[config.mk]
export PLATFORM = sky130hd
export DESIGN_NAME = viol_reset_ctrl
export DESIGN_NICKNAME = d
export VERILOG_FILES = /design/src/rtl/acfa_rot_pkg.sv /design/src/rtl/viol_edge_det.sv /design/src/rtl/viol_reset_ctrl.sv
export SDC_FILE = /design/constraint.sdc
export NUM_CORES = 1
export LEC_CHECK = 0
export BUFFER_PORTS_ARGS = -buffer_cell sky130_fd_sc_hd__buf_2
export CELL_PAD_IN_SITES_DETAIL_PLACEMENT = 1
export CELL_PAD_IN_SITES_GLOBAL_PLACEMENT = 2
export CORE_MARGIN = 3
export CORE_UTILIZATION = 25
export CTS_CLUSTER_SIZE = 16
export DETAILED_ROUTE_END_ITERATION = 6
export GPL_TIMING_DRIVEN = 0
export HOLD_SLACK_MARGIN = 0.08
export PLACE_DENSITY_LB_ADDON = 0.05
export SYNTH_ARGS = -nofsm -noshare
export SYNTH_HDL_FRONTEND = slang
export SYNTH_HIERARCHICAL = 1
export SYNTH_SLANG_ARGS = --single-unit
export TNS_END_PERCENT = 10
[constraint.sdc]
create_clock -name clk -period 1.65 [get_ports clk]
set_clock_uncertainty 0.2 [all_clocks]
set_input_delay 0.495 -clock clk [delete_from_list [all_inputs] [get_ports clk]]
set_output_delay 0.495 -clock clk [all_outputs]
set_load 0.01 [all_outputs]
[src/rtl/acfa_rot_pkg.sv]
// Shared definitions for the RoT access-control blocks: reset-controller
// state encoding, reset-handler address and monitor source indices.
package acfa_rot_pkg;

    typedef enum logic [1:0] {
        ST_IDLE    = 2'd0,
        ST_ASSERT  = 2'd1,
        ST_WAIT_RH = 2'd2
    } rst_state_e;

    localparam logic [15:0] RESET_HANDLER_PC = 16'h0000;

    localparam int SRC_DMA   = 0;
    localparam int SRC_PC    = 1;
    localparam int SRC_STACK = 2;
    localparam int SRC_CFLOG = 3;

endpackage

[src/rtl/viol_edge_det.sv]
// Rising-edge detector for the monitor reset requests; a level that is
// already high when reset releases never produces an edge.
module viol_edge_det #(
    parameter int N_SRC = 4
) (
    input  logic             clk,
    input  logic             rst_n,
    input  logic [N_SRC-1:0] viol_req,
    output logic [N_SRC-1:0] edges,
    output logic             evt
);

    logic [N_SRC-1:0] prev_req;

    // Captured in and out of reset so held levels are absorbed at release.
    always_ff @(posedge clk) begin
        prev_req <= viol_req;
    end

    assign edges = viol_req & ~prev_req & {N_SRC{rst_n}};
    assign evt   = |edges;

endmodule

[src/rtl/viol_reset_ctrl.sv]
// Merges monitor violation requests into a stretched system reset with a
// sticky cause bitmap, saturating violation count and reset-handler re-arm.
//
// state      | meaning
// -----------+----------------------------------------------------------
// ST_IDLE    | armed, sys_rst low, watching for a new violation edge
// ST_ASSERT  | sys_rst high, rst_cnt counts down the minimum width
// ST_WAIT_RH | sys_rst low, waiting for the CPU to fetch the reset handler
module viol_reset_ctrl
    import acfa_rot_pkg::*;
#(
    parameter int          N_SRC          = 4,
    parameter int          MIN_RST_CYCLES = 8,
    parameter int          CNT_W          = 8,
    parameter logic [15:0] RESET_HANDLER  = RESET_HANDLER_PC
) (
    input  logic             clk,
    input  logic             rst_n,
    input  logic [15:0]      pc,
    input  logic [N_SRC-1:0] viol_req,
    input  logic             cause_clr,
    output logic             sys_rst,
    output logic             armed,
    output logic [N_SRC-1:0] cause,
    output logic [CNT_W-1:0] viol_count
);

    localparam int RC_W = (MIN_RST_CYCLES > 1) ? $clog2(MIN_RST_CYCLES) : 1;
    localparam logic [RC_W-1:0] RC_LOAD = RC_W'(MIN_RST_CYCLES - 1);

    rst_state_e       state, state_nxt;
    logic [RC_W-1:0]  rst_cnt, rst_cnt_nxt;
    logic             sys_rst_nxt, armed_nxt;
    logic [N_SRC-1:0] edges;
    logic             evt;

    viol_edge_det #(.N_SRC(N_SRC)) u_edge_det (
        .clk      (clk),
        .rst_n    (rst_n),
        .viol_req (viol_req),
        .edges    (edges),
        .evt      (evt)
    );

    always_ff @(posedge clk) begin
        if (!rst_n) begin
            state   <= ST_WAIT_RH;
            rst_cnt <= '0;
            sys_rst <= 1'b0;
            armed   <= 1'b0;
        end else begin
            state   <= state_nxt;
            rst_cnt <= rst_cnt_nxt;
            sys_rst <= sys_rst_nxt;
            armed   <= armed_nxt;
        end
    end

    always_comb begin
        state_nxt   = state;
        rst_cnt_nxt = rst_cnt;
        case (state)
            ST_IDLE: begin
                if (evt) begin
                    state_nxt   = ST_ASSERT;
                    rst_cnt_nxt = RC_LOAD;
                end
            end
            ST_ASSERT: begin
                if (evt) begin
                    rst_cnt_nxt = RC_LOAD;
                end else if (rst_cnt == '0) begin
                    state_nxt = ST_WAIT_RH;
                end else begin
                    rst_cnt_nxt = rst_cnt - 1'b1;
                end
            end
            ST_WAIT_RH: begin
                if (evt) begin
                    state_nxt   = ST_ASSERT;
                    rst_cnt_nxt = RC_LOAD;
                end else if (pc == RESET_HANDLER) begin
                    state_nxt = ST_IDLE;
                end
            end
            default: begin
                state_nxt = ST_WAIT_RH;
            end
        endcase
    end

    // Outputs are decoded from the next state so they leave a flop directly.
    always_comb begin
        sys_rst_nxt = (state_nxt == ST_ASSERT);
        armed_nxt   = (state_nxt == ST_IDLE);
    end

    always_ff @(posedge clk) begin
        if (!rst_n) begin
            cause      <= '0;
            viol_count <= '0;
        end else begin
            if (evt) begin
                cause <= cause_clr ? edges : (cause | edges);
            end else if (cause_clr) begin
                cause <= '0;
            end
            if (evt && (viol_count != {CNT_W{1'b1}})) begin
                viol_count <= viol_count + 1'b1;
            end
        end
    end

endmodule
==> metrics.md <==
| Metric | Value |
|---|---|
| Hold-fix buffers, CTS | 0 |
| Die X | 71.23 µm |
| Synth Area per Inst | 9.496 µm² |
| Clk_lat worst skew | 0.26 ns |
| DRT Pass-1 Iters | 4 |
| Fill cells | 493 |
| Fin nets | 181 |
| Max-cap viol count | 0 |
| Worst Setup Path Type | input pin to flop |
| Overflow after GRT | 0 |
| Crit path required time | 1.60 ns |
| Period utilisation layout | 96.43% |
| Commonest cells after routing, fill and taps aside | buf_2 (37), dfxtp_1 (19), inv_1 (9) |
| Via count | 1021 |
| Status | completed |
| Final Hold Viols | 0 |
| Met3 WL | 98 µm |
| Worst rel slew slack | 68.94% |
| Flops & latches, synth | 23 |
| Max Fclk | 628.5 MHz |
| Reg area | 467.9 µm² |
| Initial core utilization | 26.21% |
| WL/cell | 14.25 µm |
| Iter 0 DRT Violations | 35 |
| Library cells used by synthesis | 37 |
| Final Worst Setup Slack | 0.05893 ns |
| Pwr per Cell Area | 851.5 nW/µm² |
| Multi-input logic area | 564.3 µm² |
| # IOs | 37 |
| Post-Syn Area | 1064 µm² |
| Row count | 23 |
| Worst Hold Class | input pin to flop |
| Layout cell share with drive strength beyond 1 | 37.66% |
| TritonCTS clock tree | done |
| N_diodes | 0 |
| M1 WL | 1354 µm |
| Post-synthesis sequential area ratio | 43.29% |
| Placed Area | 1311 µm² |
| Period minus WS final | 1.591 ns |
| Routed wire length on met2 | 1432 µm |
| DRC Markers | 0 |
| CP startpoint kind | input pin |
| Commonest non-fill, non-tap cell in the layout | buf_2 |
| CTS Buf Count | 3 |
| Syn Nets | 138 |
| Final Cell Area | 1408 µm² |
| Clk sinks | 23 |
| Worst setup EP type | flop |
| CTS clock-pin slew for the worst setup and hold paths | 0.08 ns |
| Placer Congestion | 0.6983 |
| Min Hold Slack | 0.1469 ns |
| IR drop worst, VDD | 345.9 µV |
| Top sig layer | met4 |
| RSZ-0062 raised after global routing | true |
| Die Height | 71.23 µm |
| Post-synth EDFFs | 0 |
| Core Area | 4058 µm² |
| Total GRT Usage | 11.73% |
| Vias in the first global route | 1011 |
| Post-Syn Instances | 112 |
| Vias per inst | 5.005 |
| DP HPWL | 2218 µm |
| Ys async rst share | 0% |
| WL final | 2908 µm |
| Largest net degree at the start of global routing | 13 |
| YS warnings | 6 |
| Die area | 5073 µm² |
| Synth Flop Type | dfxtp_1 |
| Area Overhead vs Synth | 32.35% |
| First-pass GRT wire length | 4767 µm |
| Root Driver | clkbuf_8 |
| Post-route ant nets | 0 |
| Worst slack at placement | -0.2839 ns |
| Final setup violation count | 0 |
| Worst-Margin Slew | 0.4659 ns |
| Max FO, Critical Path | 7 |
| Initial antenna violation count | 0 |
| CTS H-Tree Depth | 1 |
| CTS max path bufs | 2 |
| Fin. max-slew vios | 0 |
| Leakage power | 0.0006545 µW |
| CP arrival | 1.54 ns |
| Port Buffer Count | 36 |
-- path summary, 6_finish.rpt --
check                                 to                    from  depth (start not counted)  slack, ns
hold reg to reg            viol_count[1]           viol_count[1]                          2       0.31
hold / removal    u_edge_det/prev_req[1]             viol_req[1]                          1       0.15
setup reg to reg           viol_count[7]  u_edge_det/prev_req[2]                          6       0.06
setup / recovery              rst_cnt[0]                   rst_n                          6       0.06
-- kinds of logic after synthesis --
| logic type | synth area share (%) |
|---|---|
| compound gates | 21.41 |
| mux | 1.882 |
| simple gates | 23.41 |
| fa+ha+maj | 3.530 |
| flops | 43.29 |
| buf+inv | 6.469 |
-- where the power goes --
| part | switching (µW) | total (µW) | internal (µW) |
|---|---|---|---|
| Clock | 175 | 347 | 172 |
| Sequential | 35.7 | 628 | 592 |
| Combinational | 114 | 224 | 111 |
| Total | 324 | 1200 | 875 |
-- flip-flops by register name, summed over array words and instances, names as in the netlist --
register / cells
sys_rst: 1
state: 2
u_edge_det/prev_req: 4
cause: 4
armed: 1
rst_cnt: 3
viol_count: 8
-- synthesized netlist by cell type, types with 2 or more instances --
library cell   n  area share [%]
dfxtp_1       23              43
inv_1          9             3.2
nand2_1        8             2.8
nor2_1         7             2.5
and3_1         5             2.9
a22oi_1        4             2.8
nand3b_1       4             2.8
nor3_1         4             1.9
nor4_1         4             2.4
ha_1           3             3.5
nand4_1        3             1.8
nor2b_1        3             1.8
a21oi_1        2            0.94
a31oi_1        2             1.2
a41oi_1        2             1.6
buf_6          2             2.1
mux2i_1        2             1.9
nand2b_1       2             1.2
o2111a_1       2             2.1
o211a_1        2             1.9
o21ai_0        2            0.94
o221a_2        2             2.1
-- timing repair --
item                       4_1_cts  5_1_grt
buffers inserted                 0        1
cloned                           0        1
pin swaps                        0        5
setup endpoints to repair        5       11
gates resized for setup          3       10
-- stage by stage --
step	instances	TNS, ns	power (µW)	utilization (%)
5_1_grt	204	-0.06847	1289	34.69
2_1_floorplan	112	-0.002330	765.8	-
3_3_place_gp	198	-2.514	842.9	32.32
3_5_place_dp	198	-2.406	848.5	32.32
6_report	204	0	1199	34.69
4_1_cts	202	0	1212	33.77
-- routing by layer --
metal / GRT usage, % / vias to the layer above
met4: 2.505 / 0
met2: 19.39 / 17
met5: 0 / -
li1: - / 507
met1: 15.15 / 495
met3: 3.506 / 2
-- worst max-delay path, cell delays in order --
cell and delay, ns:
buf_6 0.11, nand3b_1 0.10, nand4_1 0.16, buf_2 0.21, a21o_1 0.19, o221a_2 0.27
-- cell type report --
class | count | area share [%]
plain buffers | 4 | 2.222
clock buffers | 4 | 3.200
inverters | 10 | 2.667
multi-input cells | 75 | 40.09
flip-flops and latches | 23 | 33.24
well taps | 50 | 4.444
repair buffers | 38 | 14.13
Note: power is estimated with default switching activity, not from simulation.
